===== config.mk =====
export PLATFORM = sky130hd
export DESIGN_NAME = mccoy_prog_loader
export DESIGN_NICKNAME = d
export VERILOG_FILES = /design/src/rtl/mccoy_pkg.sv /design/src/rtl/mccoy_prog_ram.sv /design/src/rtl/mccoy_prog_loader.sv
export SDC_FILE = /design/constraint.sdc
export NUM_CORES = 1
export LEC_CHECK = 0
export ABC_AREA = 1
export CORE_MARGIN = 10
export CORE_UTILIZATION = 58
export CTS_CLUSTER_DIAMETER = 50
export DETAILED_ROUTE_END_ITERATION = 10
export PLACE_DENSITY = 0.79
export SETUP_SLACK_MARGIN = 0.2
export SYNTH_ARGS = -nofsm -noshare
export SYNTH_HDL_FRONTEND = slang
export SYNTH_SLANG_ARGS = --single-unit

===== constraint.sdc =====
create_clock -name clk -period 2.3 [get_ports clk]
set_input_delay 0.46 -clock clk [delete_from_list [all_inputs] [get_ports clk]]
set_output_delay 0.46 -clock clk [all_outputs]
set_load 0.03 [all_outputs]

===== src/rtl/mccoy_pkg.sv =====
// Shared types and constants for the McCoy core and its program loader.
//   ldr_state_t      : loader FSM states
//   MCCOY_INSTR_W    : instruction word width
//   MCCOY_PC_W       : core program-counter width
//   MCCOY_FILL_INSTR : harmless word fed to the core outside the loaded program
package mccoy_pkg;

  localparam int unsigned MCCOY_INSTR_W = 6;
  localparam int unsigned MCCOY_PC_W    = 8;

  localparam logic [MCCOY_INSTR_W-1:0] MCCOY_FILL_INSTR = 6'h00;

  typedef enum logic [2:0] {
    LDR_IDLE   = 3'd0,
    LDR_LOAD   = 3'd1,
    LDR_LOADED = 3'd2,
    LDR_RUN    = 3'd3,
    LDR_DONE   = 3'd4
  } ldr_state_t;

endpackage


===== src/rtl/mccoy_prog_ram.sv =====
// Program store: DEPTH x MCCOY_INSTR_W register array, synchronous write,
// asynchronous read. Contents are not reset.
//   clk       : write clock
//   we        : write enable
//   waddr     : write address
//   wdata     : write data
//   raddr     : read address
//   rd_data_c : read data (combinational from raddr)
module mccoy_prog_ram
  import mccoy_pkg::*;
#(
  parameter int unsigned DEPTH  = 16,
  parameter int unsigned ADDR_W = 4
) (
  input  logic                     clk,
  input  logic                     we,
  input  logic [ADDR_W-1:0]        waddr,
  input  logic [MCCOY_INSTR_W-1:0] wdata,
  input  logic [ADDR_W-1:0]        raddr,
  output logic [MCCOY_INSTR_W-1:0] rd_data_c
);

  logic [MCCOY_INSTR_W-1:0] mem [DEPTH];

  // Write port
  always_ff @(posedge clk) begin
    if (we) begin
      mem[waddr] <= wdata;
    end
  end

  // Read port
  assign rd_data_c = mem[raddr];

endmodule


===== src/rtl/mccoy_prog_loader.sv =====
// Program loader and instruction feeder for the McCoy core.
// A host streams instruction words in over valid/ready; after start the block
// serves mem[pc_in] to the core combinationally and flags done once the PC
// leaves the loaded program.
//   clk, reset  : clock, asynchronous active-high reset
//   load_valid  : host offers load_data
//   load_data   : instruction word
//   load_last   : load_data is the final program word
//   load_ready  : block accepts load_data this cycle (registered)
//   start       : pulse to enter RUN from IDLE or LOADED
//   pc_in       : core program counter
//   instr       : instruction to the core (combinational from pc_in)
//   prog_len    : number of loaded words (registered)
//   running     : high while in RUN (registered)
//   done        : sticky end-of-program flag (registered)
module mccoy_prog_loader
  import mccoy_pkg::*;
#(
  parameter int unsigned              DEPTH      = 16,
  parameter int unsigned              ADDR_W     = 4,
  parameter logic [MCCOY_INSTR_W-1:0] FILL_INSTR = MCCOY_FILL_INSTR
) (
  input  logic                     clk,
  input  logic                     reset,
  input  logic                     load_valid,
  input  logic [MCCOY_INSTR_W-1:0] load_data,
  output logic                     load_ready,
  input  logic                     load_last,
  input  logic                     start,
  input  logic [MCCOY_PC_W-1:0]    pc_in,
  output logic [MCCOY_INSTR_W-1:0] instr,
  output logic [ADDR_W:0]          prog_len,
  output logic                     running,
  output logic                     done
);

  localparam int unsigned     CNT_W     = ADDR_W + 1;
  localparam logic [CNT_W-1:0] LAST_PTR = CNT_W'(DEPTH - 1);

  ldr_state_t               state;
  logic [CNT_W-1:0]         wr_ptr;
  logic                     accept_c;
  logic                     in_range_c;
  logic [MCCOY_INSTR_W-1:0] rd_data_c;

  assign accept_c   = (state == LDR_LOAD) && load_valid && load_ready;
  // Full-width compare: PCs above DEPTH never alias back into the array
  assign in_range_c = pc_in < MCCOY_PC_W'(prog_len);
  assign instr      = ((state == LDR_RUN) && in_range_c) ? rd_data_c : FILL_INSTR;

  mccoy_prog_ram #(
    .DEPTH  (DEPTH),
    .ADDR_W (ADDR_W)
  ) u_ram (
    .clk       (clk),
    .we        (accept_c),
    .waddr     (wr_ptr[ADDR_W-1:0]),
    .wdata     (load_data),
    .raddr     (pc_in[ADDR_W-1:0]),
    .rd_data_c (rd_data_c)
  );

  // Loader FSM with registered handshake and status outputs
  always_ff @(posedge clk or posedge reset) begin
    if (reset) begin
      state      <= LDR_IDLE;
      wr_ptr     <= '0;
      prog_len   <= '0;
      load_ready <= 1'b0;
      running    <= 1'b0;
      done       <= 1'b0;
    end else begin
      case (state)
        LDR_IDLE: begin
          // start beats a same-cycle load_valid; the offered word is dropped
          if (start) begin
            state    <= LDR_RUN;
            prog_len <= '0;
            running  <= 1'b1;
          end else if (load_valid) begin
            // Word is not taken here; the host holds it until ready
            state      <= LDR_LOAD;
            load_ready <= 1'b1;
          end
        end
        LDR_LOAD: begin
          if (accept_c) begin
            wr_ptr <= wr_ptr + CNT_W'(1);
            if (load_last || (wr_ptr == LAST_PTR)) begin
              prog_len   <= wr_ptr + CNT_W'(1);
              state      <= LDR_LOADED;
              load_ready <= 1'b0;
            end
          end
        end
        LDR_LOADED: begin
          if (start) begin
            state   <= LDR_RUN;
            running <= 1'b1;
          end
        end
        LDR_RUN: begin
          if (!in_range_c) begin
            state   <= LDR_DONE;
            done    <= 1'b1;
            running <= 1'b0;
          end
        end
        LDR_DONE: begin
          state <= LDR_DONE;
        end
        default: begin
          state <= LDR_IDLE;
        end
      endcase
    end
  end

endmodule


# --- Yosys cells after proc, flatten, opt, wreduce, memory -nomap -nowiden ---
# Memory sizes are Yosys's and may differ from the RTL's.
# Index checks and enable logic that the tools add are counted.
word_totals:
  ff_bits: 16
  ram_bits: 96
  out_inout_bits: 14
  wordCells: 60
  mem_count: 1
op_classes:
  addsub: 1
  n_lt_le_gt_ge: 1
  eq_ne: 14
  n_mux: 22
  bitwise_logic: 1
  reduce_logical: 14
memory_table:
  columns: ["memory", "depth", "width", "rd", "rd_ports_with_merged_regs", "write_ports", "line_no", "rtl"]
  rows:
  - ["u_ram.mem", 16, 6, 1, 0, 1, "mccoy_prog_ram.sv:23", "logic [MCCOY_INSTR_W-1:0] mem [DEPTH];"]
ops:
  columns: ["operator", "n"]
  rows:
  - ["2-to-1 mux 3 bit", 6]
  - ["2-to-1 mux 5 bit", 3]
  - ["case mux 3 bit (5 select lines)", 1]
  - ["inequality test 2 bit, second input constant", 6]
  - ["case mux 5 bit (2 select lines)", 1]
  - ["AND reduction 5 bit", 2]
  - ["< comparator 8 x 5 -> 1 bit", 1]
  - ["2-to-1 mux 1 bit", 8]
  - ["== test 3 x 2 -> 1 bit, second input constant", 2]
  - ["2-to-1 mux 6 bit", 1]
  - ["adder 5 x 1 -> 5 bit, second input constant", 1]
  - ["== test 5 x 4 -> 1 bit, second input constant", 1]
  - ["inequality test 2 x 1 -> 1 bit, second input constant", 2]
  - ["case mux 1 bit (2 select lines)", 2]
  - ["AND reduction 2 bit", 2]
  - ["AND reduction 4 bit", 1]
  - ["nonzero test 2 bit", 2]
  - ["== test 3 x 1 -> 1 bit, second input constant", 1]
  - ["== test 3 bit, second input constant", 1]
  - ["logical AND 1 bit", 3]
  - ["zero test 3 bit", 1]
  - ["inequality test 3 bit, second input constant", 1]
  - ["AND reduction 3 bit", 1]
  - ["OR reduction 2 bit", 1]
  - ["other kinds (2)", 2]

# --- Depth between registers and ports, before layout ---
logic_depth:
  ltp_word: 5
  depth_mapped: 12

# --- Hierarchy ---
# Synthesis repeated with hierarchy kept, for this count alone.
unflattened:
  hier_cells: 542
  area_unflattened_um2: 5216.3
modules_own_cells:
  columns: ["module", "instances", "cells_per_inst", "area_per_inst_um2", "seq_area_each_um2"]
  rows:
  - ["mccoy_prog_ram", 1, 414, 4207.8, 2882.8]
  - ["mccoy_prog_loader", 1, 128, 1008.5, 400.4]

# --- Worst setup path before layout ---
# OpenSTA, ideal clock, no wires.
synth_timing:
  kind: "reg2out"
  from: "register prog_len[4]"
  to: "output instr[4]"
  arrival_time_ns: 1.801
  path_slack_ns: 0.039
  stages_incl_launch_ff: 6
  cell_sequence: "dfrtp_1 inv_1 ha_1 nor4_1 nand3_2 a21oi_1"
synth_via:
  elab_chain_cells: 3
synth_lines:
  columns: ["element", "line_no", "rtl"]
  rows:
  - ["start: declaration", "mccoy_prog_loader.sv:32", "output logic [ADDR_W:0] prog_len,"]
  - ["start signal: assignment", "mccoy_prog_loader.sv:90", "prog_len <= wr_ptr + CNT_W'(1);"]
  - ["< comparator 8 x 5 -> 1 bit", "mccoy_prog_loader.sv:48", "assign in_range_c = pc_in < MCCOY_PC_W'(prog_len);"]
  - ["logical AND 1 bit", "mccoy_prog_loader.sv:49", "assign instr = ((state == LDR_RUN) && in_range_c) ? rd_data_c : FILL_INSTR;"]
  - ["2-to-1 mux 6 bit", "mccoy_prog_loader.sv:49", null]
  - ["end: declaration", "mccoy_prog_loader.sv:31", "output logic [MCCOY_INSTR_W-1:0] instr,"]
# Every way passes these cells.

# --- Final worst setup path ---
layout_timing:
  from: "register prog_len[1]"
  to: "output instr[4]"
# The elaborated chain is that of the path after synthesis.

==> impl_metrics.json <==
{
  "antenna_found_initial": 0,
  "hp-class": "input port to asynchronous set/reset pin",
  "io_pins": 33,
  "place_ws_ps": -217.7,
  "cts_tree": "yes",
  "num_rows": 33,
  "status": "finished with violations",
  "total_power_mw": 4.923,
  "ant_nets": 0,
  "setup_viol": 6,
  "max-clock-path-buffers": 2,
  "fp.dieArea_mm2": 0.01252,
  "cp_common_cell": "nand2_2",
  "cts.sinks": 112,
  "endpoint_kind": "output port",
  "relSlewSlack_pct": 52.93,
  "reg2reg_to": "prog_len[4]",
  "fin_nets": 538,
  "hold_buffers": 0,
  "power.density_mw_per_mm2": 841.2,
  "die_h_um": 111.9,
  "place.port_buffers": 32,
  "synth_area_mm2": 0.004900,
  "ir_worst_vdd_mv": 0.8291,
  "viasPerCell": 5.698,
  "p_leak_nw": 2.274,
  "gp_congestion": 0.8598,
  "grt_use_total_pct": 18.02,
  "num_antenna_cells": 0,
  "rsz0062_at_grt": "yes",
  "worst-endpoint-required_ps": 1840,
  "synth.yosys.warnings": 0,
  "syn_inst": 447,
  "grt.overflow.total": 0,
  "synth_fp_nets": 475,
  "crit_slowest_cell": "dfrtp_1",
  "finalCritPeriodShare_pct": 103.4,
  "dpl_cell_area_mm2": 0.005500,
  "use_met3_pct": 2.791,
  "multiInputGateArea_mm2": 0.001515,
  "synthTopCellsByArea": "edfxtp_1, nand2_1, nand3_1",
  "synth_top_area_share_pct": 58.84,
  "cap_violations": 0,
  "num_vias": 3533,
  "stdcell_count": 620,
  "fin_ws_ps": -78.99,
  "ys_types": 30,
  "core_area_mm2": 0.008217,
  "wirelength_um": 11590,
  "grt_max_degree": 39,
  "hpwl_um": 7773,
  "areaGrowthSynthToFinish_pct": 19.43,
  "use_met2_pct": 30.19,
  "slowest_delay_ps": 410,
  "h-tree-depth": 3,
  "synth-seq-cells": 112,
  "clock_skew_ps": 7.914,
  "critPathKind": "flip-flop to output port",
  "cts_made_buffers": 9,
  "dr.pass1.iters": 5,
  "path_clk_slew_ps": 100,
  "die_x_um": 111.9,
  "min_period_ps": 2379,
  "worst_ep_arrival_time_ps": 1920,
  "violations": "negative setup slack",
  "placedCellCount": 598,
  "cts_root_buf": "clkbuf_8",
  "r2r_slack_ps": 410,
  "crit_chain": "inv_2 -> ha_4 -> nand2_1 -> nand2_1 -> nand2_2 -> nand2_2 -> nand2_2 -> nand3_4 -> a21oi_2 -> buf_6",
  "hold_viol_final": 0,
  "first_iter_violations": 291,
  "design_area_mm2": 0.005852,
  "cp-start-kind": "flip-flop",
  "drive_above_1_share_pct": 19.03,
  "async_reset_ff_share_pct": 14.29,
  "grt_busiest_layer": "met2",
  "grt_first_pass_wirelength_um": 17920,
  "final_common_cell": "nand2_1",
  "yosysTopAreaCell": "edfxtp_1",
  "grt_pass1_vias": 3494,
  "grtUsageMet1_pct": 22.02,
  "initial_core_util_pct": 59.63,
  "drc": 0,
  "slew_violations": 0,
  "hold-worst-slack_ps": 459.8,
  "fin_util_pct": 71.22,
  "synthFlopType": "edfxtp_1",
  "final_cell_mix": "nand2_1, edfxtp_1, nand3_1, buf_4, nor2_1",
  "yosysSeqAreaShare_pct": 67.01,
  "worstPathMaxFanout": 7,
  "syn_avg_cell_area_um2": 10.96,
  "fmax_mhz": 420.3,
  "fillerInstances": 549,
  "synth_edf_count": 96,
  "ff_latch_area_mm2": 0.003284,
  "rr_worst_depth": 9,
  "wl_per_cell_um": 18.69,
  "r2r-start": "wr_ptr[0]",
  "timing.setup.tns_ps": -335.5,
  "clkLatencyLatePin_ps": 370,
  "worst_slew_pin_slew_ps": 703.8
}
-- flip-flops by register name (all words and copies together), names as in the netlist --
| signal | cells |
|---|---|
| u_ram.mem | 96 |
| prog_len | 5 |
| wr_ptr | 5 |
| state | 3 |
| done | 1 |
| load_ready | 1 |
| running | 1 |
-- where the power goes --
part / total [mW] / leakage, nW / internal (mW) / switching, mW
logic: 1.34 / 1.12 / 0.498 / 0.842
registers: 2.50 / 1.06 / 2.36 / 0.139
clock network: 1.08 / 0.0919 / 0.408 / 0.675
-- layout make-up --
| class | instances | share of cell area (%) |
|---|---|---|
| inverter | 29 | 1.946 |
| clock inverter | 7 | 0.9408 |
| timing repair buffer | 70 | 10.73 |
| sequential | 112 | 56.13 |
| tap | 105 | 2.245 |
| clock buffer | 9 | 2.117 |
| multi-input combinational | 288 | 25.89 |
-- critical path: cells and delay by family (launching register included) --
family	cells	cell delay [ps]
simple gates	6	520
compound gates	1	170
fa+ha+maj	1	200
flops	1	410
buf+inv	2	240
-- synth_stat cells, types with 2 or more instances --
master    instances
dfrtp_1          16
nand3_1          84
nand2_4           3
nor2_1           35
nand2_2           2
xor2_1            2
nor3_1            4
buf_2            11
nand2_1         115
edfxtp_1         96
nor2_2            2
inv_1            26
ha_1              9
clkbuf_1          4
inv_2             2
o22ai_1           2
o21ai_0          16
a21oi_1           5
buf_6             2
-- worst max-delay path by stage --
stage | from | end | slack, ps | cells after the start
global route | prog_len[1] | instr[0] | -160 | 10
finish | prog_len[1] | instr[4] | -80 | 10
CTS | prog_len[4] | instr[4] | 20 | 7
detailed placement | pc_in[3] | instr[2] | -220 | 8
global placement | pc_in[3] | instr[4] | -190 | 10
floorplan | prog_len[4] | instr[0] | 110 | 5
-- timing repair --
action	CTS	global route
pin swaps	2	9
endpoints found under the setup margin	6	23
buffers inserted	3	3
gates resized for setup	15	20
-- logic make-up (layout without fill, tap and decap cells) --
logic type	after synthesis	in the layout	synth area share [%]
xor gates and xnor gates	3	3	0.6896
and+or+nand+nor	251	251	22.91
adders and majority gates	9	9	2.298
AOI/OAI and AO/OA	25	25	2.732
DFF	112	112	67.01
buffers and inverters	47	115	4.367
-- per-layer routing --
metal / routed length, µm / vias to the layer above
li1: - / 1654
met1: 4706 / 1675
met2: 5701 / 172
met3: 794 / 32
met4: 388 / 0
met5: 0 / -
Power figures use the tool's default switching activity.
